File: src/rtl/kalman_gain_div.sv
// Restoring divider returning the Kalman gain K = num/den as an unsigned Q0.Q_WIDTH fraction.
// Optional round-to-nearest of the last quotient bit when KGAIN_DIV_ROUND_EN is defined.
module kalman_gain_div #(
    parameter int DATA_WIDTH = 32,
    parameter int Q_WIDTH    = 24
) (
    input  logic                  clk,
    input  logic                  rst,
    input  logic [DATA_WIDTH-1:0] s_num,
    input  logic [DATA_WIDTH-1:0] s_den,
    input  logic                  s_valid,
    output logic                  s_ready,
    output logic [Q_WIDTH-1:0]    m_quot,
    output logic                  m_sat,
    output logic                  m_dz,
    output logic                  m_valid,
    input  logic                  m_ready
);

`ifdef KGAIN_DIV_ROUND_EN
    localparam int ITERS = Q_WIDTH + 1;
`else
    localparam int ITERS = Q_WIDTH;
`endif
    localparam int CNT_W = $clog2(ITERS + 1);

    typedef enum logic [1:0] {IDLE, CALC, DONE} state_t;

    state_t                r_state;
    state_t                w_next;
    logic [DATA_WIDTH-1:0] r_den;
    logic [DATA_WIDTH-1:0] r_rem;
    logic [ITERS-1:0]      r_acc;
    logic [CNT_W-1:0]      r_cnt;
    logic [Q_WIDTH-1:0]    r_quot;
    logic                  r_sat;
    logic                  r_dz;

    logic                  w_accept;
    logic                  w_special;
    logic                  w_last;
    logic [DATA_WIDTH:0]   w_t;
    logic                  w_ge;
    logic [DATA_WIDTH-1:0] w_sub;
    logic [ITERS-1:0]      w_acc_next;

    assign s_ready    = (r_state == IDLE) && rst;
    assign m_valid    = (r_state == DONE);
    assign m_quot     = r_quot;
    assign m_sat      = r_sat;
    assign m_dz       = r_dz;

    assign w_accept   = s_valid && s_ready;
    assign w_special  = (s_den == '0) || (s_num >= s_den);
    assign w_last     = (r_cnt == CNT_W'(1));

    // rem < den always holds in CALC, so the difference fits back into DATA_WIDTH bits
    assign w_t        = {r_rem, 1'b0};
    assign w_ge       = (w_t >= {1'b0, r_den});
    assign w_sub      = w_t[DATA_WIDTH-1:0] - r_den;
    assign w_acc_next = {r_acc[ITERS-2:0], w_ge};

`ifdef KGAIN_DIV_ROUND_EN
    logic [Q_WIDTH-1:0] w_trunc;
    assign w_trunc = w_acc_next[ITERS-1:1];
`endif

    always_ff @(posedge clk) begin
        if (!rst) begin
            r_state <= IDLE;
        end else begin
            r_state <= w_next;
        end
    end

    always_comb begin
        w_next = r_state;
        case (r_state)
            IDLE: begin
                if (w_accept) begin
                    w_next = w_special ? DONE : CALC;
                end
            end
            CALC: begin
                if (w_last) begin
                    w_next = DONE;
                end
            end
            DONE: begin
                if (m_ready) begin
                    w_next = IDLE;
                end
            end
            default: w_next = IDLE;
        endcase
    end

    always_ff @(posedge clk) begin
        if (!rst) begin
            r_den  <= '0;
            r_rem  <= '0;
            r_acc  <= '0;
            r_cnt  <= '0;
            r_quot <= '0;
            r_sat  <= 1'b0;
            r_dz   <= 1'b0;
        end else begin
            case (r_state)
                IDLE: begin
                    if (w_accept) begin
                        r_den  <= s_den;
                        r_rem  <= s_num;
                        r_acc  <= '0;
                        r_cnt  <= CNT_W'(ITERS);
                        r_quot <= w_special ? '1 : '0;
                        r_sat  <= w_special;
                        r_dz   <= (s_den == '0);
                    end
                end
                CALC: begin
                    r_rem <= w_ge ? w_sub : w_t[DATA_WIDTH-1:0];
                    r_acc <= w_acc_next;
                    r_cnt <= r_cnt - CNT_W'(1);
                    if (w_last) begin
`ifdef KGAIN_DIV_ROUND_EN
                        // The guard bit rounds up unless that would wrap an all-ones quotient
                        if (w_acc_next[0]) begin
                            if (&w_trunc) begin
                                r_quot <= w_trunc;
                                r_sat  <= 1'b1;
                            end else begin
                                r_quot <= w_trunc + Q_WIDTH'(1);
                            end
                        end else begin
                            r_quot <= w_trunc;
                        end
`else
                        r_quot <= w_acc_next;
`endif
                    end
                end
                default: ;
            endcase
        end
    end

endmodule
File: config.mk
export PLATFORM = sky130hd
export DESIGN_NAME = kalman_gain_div
export DESIGN_NICKNAME = d
export VERILOG_FILES = /design/src/rtl/kalman_gain_div.sv
export SDC_FILE = /design/constraint.sdc
export NUM_CORES = 1
export LEC_CHECK = 0
export ABC_AREA = 1
export BUFFER_PORTS_ARGS = -buffer_cell sky130_fd_sc_hd__buf_2
export CORE_MARGIN = 3
export CORE_UTILIZATION = 45
export DETAILED_ROUTE_END_ITERATION = 7
export PLACE_DENSITY = 0.67
export SYNTH_ARGS = -nofsm -noshare
export SYNTH_HDL_FRONTEND = slang
export SYNTH_SLANG_ARGS = --single-unit
File: constraint.sdc
create_clock -name clk -period 2.5 [get_ports clk]
set_input_delay 0.375 -clock clk [delete_from_list [all_inputs] [get_ports clk]]
set_output_delay 0.375 -clock clk [all_outputs]
set_load 0.01 [all_outputs]
* Yosys cells after proc, flatten, opt, wreduce, memory -nomap -nowiden *
Cells that the tools add are included.

word-level totals
  output and inout bits = 28
  logic and storage cells = 44
  input port bits = 68
  bits in registers = 120

operators by class
  $lt $le $gt $ge = 2
  add/sub/neg operators = 2
  reduce and logical (&&, ||, !) cells = 10
  mux-type cells = 16
  eq/ne operators = 6

operators with widths
  operator             count
  $mux 24              3
  $mux 32              2
  $pmux 32 s2          1
  $pmux 24 s2          1
  $pmux 23 s2          1
  $ge 33x32->1         1
  $ge 32x32->1         1
  $logic_not 32->1     1
  $sub 32x32->32       1
  $mux 23              1
  $pmux 5 s2           1
  $mux 2               4
  $pmux 2 s3           1
  $reduce_and 3->1     2
  $eq 5x1->1 const B   1
  $mux 5               1
  $sub 5x1->5 const B  1
  $ne 2x2->1 const B   2
  $reduce_and 2->1     2
  $eq 2x1->1 const B   1
  $eq 2x2->1 const B   1
  $logic_and 1x1->1    2
  $logic_not 2->1      1
  $ne 2x1->1 const B   1
  2 further kinds      2

* Depth between registers and ports, before layout *
  word-level depth = 5
  mapped depth = 18
  mapped depth without buffers = 17

* Worst setup path before layout *
Ideal clock, no wire load.

  kind = register to register
  start = reg r_den[12]
  end = reg r_rem[15]
  library setup time = 0.109 ns
  clock period less this slack = 1.934 ns
  arrival = 1.825 ns
  stages on the path, launching flop included = 16
  required time = 2.391 ns
  setup slack = 0.566 ns
  path buffers = 1
  cells stage by stage = dfxtp_1 > inv_1 > ha_1 > nand2_1 > inv_1 > a21oi_1 > o21bai_2 > inv_2 > nand2_2 > nand2_2 > nand2_4 > buf_4 > o21ai_1 > nand2_1 > nand2_1 > inv_1

on the way
  longest elaborated chain between the ends = 3
  elaborated cells on any way between the ends = 4
  those cells by class = 1 x add/sub; 1 x order compare; 2 x mux

RTL lines
  element                                         RTL line  RTL
  start, declared                                 31        logic [DATA_WIDTH-1:0] r_den;
  start signal, assigned                          111       r_den <= s_den;
  $sub 32x32->32 or $ge 33x32->1 (tied branches)  60, 59
  $mux 32 (*)                                     121       r_rem <= w_ge ? w_sub : w_t[DATA_WIDTH-1:0];
  $pmux 32 s2 (*)                                 108       case (r_state)
  end signal, assigned                            112       r_rem <= s_num;
  end signal, assigned                            121
  end, declared                                   32        logic [DATA_WIDTH-1:0] r_rem;

Mark *: on every way between the ends. The rest lies on a longest branch, timed or not.
A chain may end at the register's enable or synchronous reset.

* Worst setup path in the final report *
  start = reg r_den[19]
  end = reg r_rem[0]

on the way
  longest elaborated chain between the ends = 3

RTL lines
  element       RTL line  RTL
  $ge 33x32->1  59        assign w_ge = (w_t >= {1'b0, r_den});
  $mux 32       121
  $pmux 32 s2   108

Every way passes these cells.

==> reports/qor.json <==
{
  "tightestPinTransition_ps": 596,
  "critical_path.cell_chain": "inv_1, ha_1, nand2_2, nor2_2, nand2_1, nor4_2, nand2_2, nand2_4, nand2_2, inv_2, nand2_1, a21oi_1",
  "timing.final.setup_violations": 0,
  "finalWeightedCongestion": 0.973,
  "final.min_clock_period_ps": 2330,
  "end_kind": "flip-flop",
  "first_global_vias": 8112,
  "critical-path-top-delay-family": "simple AND/OR/NAND/NOR gates",
  "route.detailed.wl_per_inst_um": 15.4,
  "detailroute.via_count": 8759,
  "dominantRegCellSynth": "dfxtp_1",
  "cts.reportedPaths.clkPinSlew_ps": 70,
  "critical_setup_path_class": "reg -> reg",
  "coreArea_um2": 18100,
  "place.detailed.instances": 1632,
  "route.detailed.drc": 0,
  "finalHoldViolCount": 0,
  "total_leakage_power_nw": 4.97,
  "grt_max_degree": 95,
  "syn_area_per_cell_um2": 6.25,
  "avgViaCountPerCell": 5.26,
  "final_core_util_pct": 53.6,
  "worstHoldPathType": "in -> reg",
  "cp_slowest_cell": "ha_1",
  "worst_path_most_repeated_cell": "nand2_2",
  "status": "complete, no violations",
  "tritoncts": "built",
  "cp.arrival_ps": 2680,
  "drtPass1Iterations": 5,
  "number_of_nets_with_antenna_violations_after_detailed_routing": 0,
  "htree_num_levels": 4,
  "yosys_synthesis_warning_count": 0,
  "io_buffer_count": 95,
  "fin_tns_setup_ps": 0,
  "vdd_drop_max_v": 0.000657,
  "total_area_of_sequential_cells_um2": 2400,
  "grt_pass1_wl_um": 41200,
  "cts_buffers": 17,
  "cts.repair_timing.setup_buffer_count": 0,
  "placed_area_um2": 9090,
  "critical_path.n_buffers_inverters": 2,
  "finalNonFillerCells": 1665,
  "die_h_um": 143,
  "die_width_um": 143,
  "critical_path.max_stage_delay_ps": 430,
  "dp.final_hpwl_um": 19500,
  "layout_worst_path_cycle_share_pct": 93.2,
  "synth.lib_cells_used.distinct": 38,
  "synth_top_area_share_pct": 28.6,
  "cts.hold.buffers_added": 0,
  "timing.max_slew.rel_slack_pct": 60.1,
  "ys_seq_elements": 120,
  "worst_ep_required_time_ps": 2850,
  "ys_seq_area_share_pct": 28.6,
  "post_synth_instance_area_um2": 8390,
  "totalWireLength_um": 25700,
  "insertion_delay_ps": 420,
  "worstPathMaxFanout": 10,
  "clock-skew-final_ps": 12.9,
  "grtUsageTotal_pct": 25.2,
  "slew_viol_final": 0,
  "final.setup.worst_slack_ps": 170,
  "netlist.top_cell.by_area": "dfxtp_1",
  "flow.area_growth_from_synthesis_pct": 16.0,
  "timing.hold.ws_ps": 264,
  "mappedNetlistNets": 1477,
  "post-place-ws_ps": 147,
  "antenna_cells_inserted": 0,
  "layout_commonest_cell": "nand2_1",
  "initialDrtViolationCount": 509,
  "sort_of_element_at_the_start_of_the_critical_path": "flip-flop",
  "floorplan.die_area_um2": 20300,
  "max-cap-violations": 0,
  "synth_top_cells_by_area": "dfxtp_1 29%, nand2_1 16%, ha_1 9.8%",
  "antenna_violations_before_repair": 0,
  "report.power.total_mw": 8.48,
  "finish.instance_area_um2": 9730,
  "cts_root_buf": "clkbuf_16",
  "synth-edff-count": 0,
  "post_cts_resize_count": 0,
  "drive_above_1_share_pct": 12.8,
  "tritoncts_sinks": 120,
  "rsz0062_at_grt": "no",
  "syn-instance-count": 1342,
  "power.density_nw_per_um2": 871,
  "nets": 1558,
  "multi_input_comb_area_um2": 4960,
  "rows": 49,
  "boundaryPins": 96,
  "layout.cells.most_common_list": "366 x nand2_1, 211 x inv_1, 126 x a21oi_1",
  "fmaxAchievable_mhz": 429,
  "synth-async-reset-ratio_pct": 0,
  "grt_remaining_overflow": 0,
  "final.fill_count": 1855,
  "start_util_pct": 46.2,
  "ctsLongestPathBuffers": 2
}
[cell usage after synthesis, drive strengths merged (7+ instances only)]
| cell type | number |
|---|---|
| o22ai | 15 |
| inv | 221 |
| nand2 | 375 |
| xor2 | 7 |
| o21ai | 99 |
| a21oi | 127 |
| nand3 | 82 |
| nand3b | 12 |
| nor2 | 86 |
| dfxtp | 120 |
| xnor2 | 11 |
| nand4 | 19 |
| ha | 66 |
| buf | 22 |
| nor3 | 34 |
| clkbuf | 28 |
[flip-flops by register name (all words and copies together) (netlist names)]
name,count
r_state,2
r_den,32
r_acc,23
m_quot,24
r_rem,32
m_dz,1
r_cnt,5
m_sat,1
[path summary, 6_finish.rpt]
kind                                 from  slack (ps)        end  cells past startpoint
worst max-delay path            r_den[19]         170   r_rem[0]                     12
worst min-delay path            s_den[13]         260  r_den[13]                      3
worst max register to register  r_den[19]         170   r_rem[0]                     12
worst min register to register  r_acc[22]         460  r_acc[22]                      2
[layer usage]
metal | vias to the layer above | global-route usage (%) | share of wire (%)
met1 | 3996 | 33.1 | 45
li1 | 4477 | - | -
met4 | 0 | 8.25 | 2.5
met2 | 241 | 41.6 | 46
met5 | - | 0 | 0
met3 | 45 | 4.97 | 6.1
[report_power, final]
part	total [mW]	switching [mW]	internal [mW]
Sequential	2.28	0.139	2.14
Clock	2.46	0.978	1.49
Combinational	3.74	2.43	1.31
Total	8.48	3.55	4.93
[worst reg2reg max path, delay by kind of cell, from the launching register on]
kind,cells,cell delay (ps)
simple gates,8,1230
compound gates,1,130
buf+inv,2,170
fa+ha+maj,1,430
flops,1,310
[final cells by class]
| type | instances | area share, % |
|---|---|---|
| flip-flops and latches | 120 | 24.7 |
| repair buffers | 112 | 6.76 |
| multi-input cells | 951 | 51.0 |
| clock buffers | 17 | 4.37 |
| inverters | 221 | 8.52 |
| clock inverters | 15 | 1.71 |
| well taps | 229 | 2.94 |
[cell families (layout without fill, tap and decap cells)]
logic type,count (synthesis),after routing,synth area share (%)
buf+inv,271,365,12.6
simple gates,614,614,31.2
compound gates,252,252,15.6
xor+xnor,18,18,1.88
flops,120,120,28.6
fa+ha+maj,67,67,10.1
(Power assumes the default switching activity.)
